===== config.mk =====
export PLATFORM = sky130hd
export DESIGN_NAME = score_keeper
export DESIGN_NICKNAME = d
export VERILOG_FILES = /design/src/rtl/score_keeper.sv
export SDC_FILE = /design/constraint.sdc
export NUM_CORES = 1
export LEC_CHECK = 0
export CAP_MARGIN = 20
export CORE_MARGIN = 2
export CORE_UTILIZATION = 27
export CTS_BUF_LIST = sky130_fd_sc_hd__clkbuf_16
export CTS_CLUSTER_DIAMETER = 100
export DETAILED_ROUTE_END_ITERATION = 16
export PLACE_DENSITY = 0.5
export SYNTH_ARGS = -nofsm -noshare
export SYNTH_HDL_FRONTEND = slang
export SYNTH_SLANG_ARGS = --single-unit

===== constraint.sdc =====
create_clock -name clock -period 1.75 [get_ports clock]
set_clock_uncertainty 0.1 [all_clocks]
set_input_delay 0.175 -clock clock [delete_from_list [all_inputs] [get_ports clock]]
set_output_delay 0.175 -clock clock [all_outputs]
set_load 0.005 [all_outputs]

===== src/rtl/score_keeper.sv =====
// Top-level game FSM (IDLE/PLAY/OVER) with a saturating two-digit BCD score,
// a BCD high score and the run enable that freezes motion outside PLAY.
module score_keeper #(
    parameter int unsigned OVER_HOLD = 16,
    parameter int unsigned MAX_TENS  = 9
) (
    input  logic       clock,
    input  logic       reset,
    input  logic       start,
    input  logic       increment,
    input  logic       game_over,
    output logic       run,
    output logic [1:0] state,
    output logic [3:0] score_ones,
    output logic [3:0] score_tens,
    output logic [3:0] high_ones,
    output logic [3:0] high_tens,
    output logic       new_record
);
    typedef enum logic [1:0] {
        ST_IDLE = 2'b00,
        ST_PLAY = 2'b01,
        ST_OVER = 2'b10,
        ST_BAD  = 2'b11
    } state_t;

    localparam logic [7:0] HOLD_LAST = 8'(OVER_HOLD - 1);
    localparam logic [3:0] TENS_MAX  = 4'(MAX_TENS);

    state_t     state_q;
    logic       start_q;
    logic       inc_q;
    logic       run_q;
    logic       new_record_q;
    logic [7:0] hold_q;
    logic [7:0] score_q;
    logic [7:0] high_q;
    logic       start_e;
    logic       inc_e;
    logic [7:0] score_d;

    // BCD {tens,ones} increment that sticks at MAX_TENS/9 instead of wrapping
    function automatic logic [7:0] bcd_inc(input logic [7:0] v);
        logic [7:0] r;
        if ((v[7:4] == TENS_MAX) && (v[3:0] == 4'd9)) begin
            r = v;
        end else if (v[3:0] == 4'd9) begin
            r = {v[7:4] + 4'd1, 4'd0};
        end else begin
            r = {v[7:4], v[3:0] + 4'd1};
        end
        return r;
    endfunction

    assign start_e = start & ~start_q;
    assign inc_e   = increment & ~inc_q;
    assign score_d = bcd_inc(score_q);

    // Game state machine, score/high-score keeping and edge registers
    always_ff @(posedge clock or posedge reset) begin
        if (reset) begin
            state_q      <= ST_IDLE;
            start_q      <= 1'b0;
            inc_q        <= 1'b0;
            run_q        <= 1'b0;
            new_record_q <= 1'b0;
            hold_q       <= 8'd0;
            score_q      <= 8'h00;
            high_q       <= 8'h00;
        end else begin
            start_q <= start;
            inc_q   <= increment;
            case (state_q)
                ST_IDLE: begin
                    if (start_e) begin
                        state_q <= ST_PLAY;
                        score_q <= 8'h00;
                        run_q   <= 1'b1;
                    end
                end
                ST_PLAY: begin
                    // Valid BCD digits compare correctly as a plain binary byte
                    if (game_over) begin
                        state_q <= ST_OVER;
                        run_q   <= 1'b0;
                        hold_q  <= 8'd0;
                        if (score_q > high_q) begin
                            high_q       <= score_q;
                            new_record_q <= 1'b1;
                        end else begin
                            new_record_q <= 1'b0;
                        end
                    end else if (inc_e) begin
                        score_q <= score_d;
                    end
                end
                ST_OVER: begin
                    if (start_e && (hold_q == HOLD_LAST)) begin
                        state_q      <= ST_PLAY;
                        score_q      <= 8'h00;
                        new_record_q <= 1'b0;
                        run_q        <= 1'b1;
                    end else if (hold_q != HOLD_LAST) begin
                        hold_q <= hold_q + 8'd1;
                    end
                end
                default: begin
                    state_q      <= ST_IDLE;
                    run_q        <= 1'b0;
                    new_record_q <= 1'b0;
                end
            endcase
        end
    end

    assign run        = run_q;
    assign state      = state_q;
    assign score_ones = score_q[3:0];
    assign score_tens = score_q[7:4];
    assign high_ones  = high_q[3:0];
    assign high_tens  = high_q[7:4];
    assign new_record = new_record_q;

endmodule


Word-level counts from Yosys, hierarchy flattened:

Index checks and enable logic that the tools add are counted.

* word-level logic and storage cells: 67
* register bits: 30

* eq/ne operators: 15
* bitwise gates (word level): 5
* order comparisons: 1
* reductions and logical operators: 11
* add/sub/neg operators: 3
* muxes and demuxes: 23

Operators with widths (number)
* $mux 8: 9
* $pmux 8 s3: 1
* $ne 2x2->1 const B: 9
* $pmux 8 s2: 1
* $reduce_and 3->1: 3
* $add 4x1->4 const B: 2
* $add 8x1->8 const B: 1
* $eq 4x4->1 const B: 2
* $eq 8x4->1 const B: 1
* $gt 8x8->1: 1
* $ne 8x4->1 const B: 1
* $reduce_and 7->1: 1
* $mux 1: 6
* $mux 2: 3
* $pmux 1 s3: 2
* $pmux 2 s3: 1
* $reduce_and 6->1: 1
* $reduce_and 4->1: 1
* $not 1->1: 3
* $reduce_bool 3->1: 1
* $and 1x1->1: 2
* $eq 2x1->1 const B: 1
* $eq 2x2->1 const B: 1
* $logic_and 1x1->1: 2
* other kinds (2): 2

Depth between registers and ports, before layout:

* depth after elaboration: 6
* gate-level depth with buffers: 7
* gate-level depth less buffers: 7

Least setup slack after synthesis:

Ideal clock, no wire load.

* kind: register to register
* start: reg state_q[1] (netlist: state[1])
* end: reg score_q[3]
* required time: 1.524 ns
* path slack: -0.190 ns
* clock period less this slack: 1.940 ns
* arrival: 1.714 ns
* cell stages (with the launch flop): 5
* cells stage by stage: dfrtp_1 -> or4b_4 -> a22oi_4 -> nand3_4 -> a221o_1

* word-level cells in the longest chain between the ends: 3
* elaborated cells between the ends (all ways): 11

RTL lines
* from (decl): RTL line 30 `state_t state_q;`
* from (signal assigned): RTL line 62 `state_q <= ST_IDLE;`
* from (signal assigned): RTL line 76 `state_q <= ST_PLAY;`
* from (signal assigned): RTL line 84 `state_q <= ST_OVER;`
* $eq 2x1->1 (tied with other cells): RTL line 73 `case (state_q)`
* $ne 2x2->1 (no source line) or $reduce_bool 3->1 (tied branches)
* $reduce_and 6->1 (no source line)
* to (signal assigned): RTL line 94 `score_q <= score_d;`
* to (decl): RTL line 36 `logic [7:0] score_q;`

Parallel ways exist; a longest one is shown, timed or not.
A chain may end at the register's enable or synchronous reset.

Worst setup path after layout:

* start: reg score_q[1]
* end: reg high_q[2]

* word-level cells in the longest chain between the ends: 2

RTL lines
* $gt 8x8->1: RTL line 87 `if (score_q > high_q) begin`
* $reduce_and 3->1 (no source line)
* to (signal assigned): RTL line 88 `high_q <= score_q;`
* to (decl): RTL line 37 `logic [7:0] high_q;`

No other way between the ends.

==> metrics.txt <==
status finished with violations; violated checks setup timing; fill count just under 600; slowest stage cell, crit path dfrtp_1; Async SR Flop Fraction 100%; largest net degree at the start of global routing 31; post-synth design cell area 1680 µm²; Setup crit start kind register; core region area 5960 µm²; die area approximately 7000 µm²; Final nets about 270; Crit path max-delay family flip-flops; Final ANT Viol Nets 0; Critical Path RT approximately 1.8 ns; worst reg-to-reg path cell count 7; placed cell count 299; CTS clk-pin slew, worst paths around 0.050 ns; Post-synth EDFFs 0; Flop pwr share between 20% and 30%; Setup CP Type register to register; Maximum Capacitance Violations 0; port bufs 24; global-route usage over all layers 12.9%; Detailed Route Iter0 Violations between 40 and 50; IO Pins 25; Root Driver clkbuf_16; CTS sink count 30; synth warn 0; Via Count roughly 1.5k; synthesized area per cell about 10 µm²; first-pass GRT wire length 7.20 mm; worst skew pair latency 0.27 ns; vias in the first global route approximately 1.5k; Initial Util between 20% and 30%; design area 2820 µm²; final wirelength between 4 and 5 mm; # H-tree levels 2; synth-to-layout area growth 68.0%; # diodes 0; worst-path cell chain ha_4 > nor2b_4 > o211ai_1 > nand3_2 > o2111ai_4 > buf_12 > mux2_4; Synth Instances roughly 160; Yosys reg bits 30; Post-DP HPWL slightly below 3 mm; Worst R2R Start score_q[1]; Die Ht 82.8 µm; Max Clk Rate roughly 0.52 GHz; layout cells sized above 1 a little over two fifths; post-synthesis cell type count 41; CTS Buffer Depth 2; CTS tree done; routability cong. between 0.7 and 0.8; Critical Path Source score_q[1]; Post-Synth Simple-Gate Area about 20%; complex-gate fraction of the synthesized area between 10% and 20%; Final Non-Filler Cells about 320; Worst Max-Slew Pin Slew between 0.4 and 0.5 ns; part of the power in combinational logic a little over half; initial antenna violation count 0; Internal roughly 2.5 mW; register area share after synthesis 44.8%; TritonCTS buffer count 5; DRC 0; WL/cell between 10 and 15 µm; Pwr Total between 3 and 4 mW; Max FO, Critical Path 6; multiplexer share of the synthesized area 5.82%; syn nets 181; Critical Path Sink Type register; Hold WC Path Type input port to asynchronous set/reset pin; PwrDens 1350 nW/µm²; routed vias/inst 4.69; Die Wd approximately 83 µm; final hold vios 0; GRT overflow 0; XOR/XNOR Fraction of Synth Area 2.61%; final cycle utilization of the critical path 109%; commonest cells after routing, fill and taps aside buf_4 (44), dfrtp_1 (27), clkdlybuf4s50_1 (24), nand2_1 (14), buf_6 (10); clock power share 20.4%; final worst slack -0.157 ns; Adder-Cell Fraction of Synth Area 9.70%; switching part of the total roughly a third; Primary FF master, synth dfrtp_1; Period minus WS final 1.91 ns; cell area after placement about 2300 µm²; critical path arrival between 1.5 and 2 ns; DR pass1 iterations 4; Peak VDD IR 0.000645 V; Hold-fix buffers, CTS 0; WP depth 7; largest family of logic cells by synthesized area simple AND/OR/NAND/NOR gates; Hold WS between 0.15 and 0.2 ns; RSZ-0062 raised after global routing true; relative max-transition margin approximately 73%; crit-path max cell delay about 0.41 ns; worst path bufs/invs 1; final setup vio count 21; Rows 28; NetSw 1.32 mW; commonest non-fill, non-tap cell in the layout buf_4; fin. max-slew vios 0; P_leak approximately 1.4 nW
[power groups by stage]
stage / Combinational [mW] / Clock, mW / Sequential (mW)
after floorplan: 0.735 / 0 / 1.02
after global placement: 1.51 / 0 / 0.976
after detailed placement: 1.52 / 0 / 0.979
after CTS: 1.72 / 0.809 / 0.971
after global routing: 2.21 / 0.844 / 1.02
final: 2.04 / 0.780 / 0.996
[synthesized netlist by cell type (2+ instances only)]
cell,number,share of area [%]
mux2i_1,3,1.8
nand2_1,17,3.8
nand4_1,3,1.1
a22o_1,2,1.0
nor2b_1,3,1.1
mux2_2,6,4.0
o21ai_0,11,3.3
a21oi_1,6,1.8
ha_1,13,9.7
o21a_1,2,0.90
xor2_1,2,1.0
o211ai_1,2,0.90
nor2_1,11,2.5
xnor2_1,3,1.6
dfrtp_1,30,45
inv_1,12,2.7
nor3_1,2,0.60
nand2b_1,4,1.5
nand3_1,9,2.7
[through the flow]
step	setup slack, ns	setup TNS (ns)	utilization (%)
after floorplan	-0.113	-0.927	-
after global routing	-0.227	-3.63	47.3
after detailed placement	-0.405	-3.81	39.4
after global placement	-0.359	-3.57	39.4
final	-0.157	-1.96	47.3
after CTS	-0.159	-1.92	43.3
[kinds of logic (layout without fill, tap and decap cells)]
logic type / count (synthesis) / count (layout)
AND/OR/NAND/NOR: 61 / 62
AO/OA/AOI/OAI: 31 / 31
flip-flops: 30 / 30
buffers and inverters: 14 / 99
adder cells (fa/ha/maj): 13 / 13
multiplexers: 9 / 9
XOR/XNOR: 5 / 5
[worst paths after layout]
path | endpoint | slack, ns
worst max-delay path | high_q[2] | -0.16
worst min-delay path | high_q[7] | 0.19
worst max register to register | high_q[2] | -0.16
worst min register to register | new_record | 0.40
max in group asynchronous | score_q[6] | 1.04
min in group clock | start_q | 0.28
[what timing repair did]
action                     4_1_cts  5_1_grt
pin swaps                       15       19
cloned                           1        0
resized for setup               25       28
setup endpoints to repair       23       25
setup buffers                    4       13
[layout make-up]
cell class / count / area (µm²) / share of cell area (%)
tap: 75 / 93.8 / 3.33
sequential: 30 / 754 / 26.8
inverter: 12 / 47.5 / 1.69
clock buffer: 5 / 125 / 4.44
multi-input combinational: 120 / 1060 / 37.8
clock inverter: 2 / 7.51 / 0.267
timing repair buffer: 80 / 723 / 25.7
[state kept, by name, summed over array words and instances (netlist names)]
name        cells
start_q         1
inc_q           1
high_q          8
new_record      1
hold_q          8
score_q         8
state           2
run             1
[worst register-to-register path: stages (launching register included)]
cell	delay (ns)
dfrtp_1	0.41
ha_4	0.26
nor2b_4	0.12
o211ai_1	0.20
nand3_2	0.13
o2111ai_4	0.11
buf_12	0.16
mux2_4	0.30
[metal layers]
metal  vias to the layer above  track usage [%]  share of wire (%)  routed length, µm
met4                         0             4.02               0.76                 33
met1                       732             16.6                 47               2040
met2                        23             21.2                 49               2140
met3                         2             3.28                3.0                130
li1                        761                -                  -                  -
met5                         -                0                  0                  0
No activity file was read; power rests on OpenSTA's default activity.
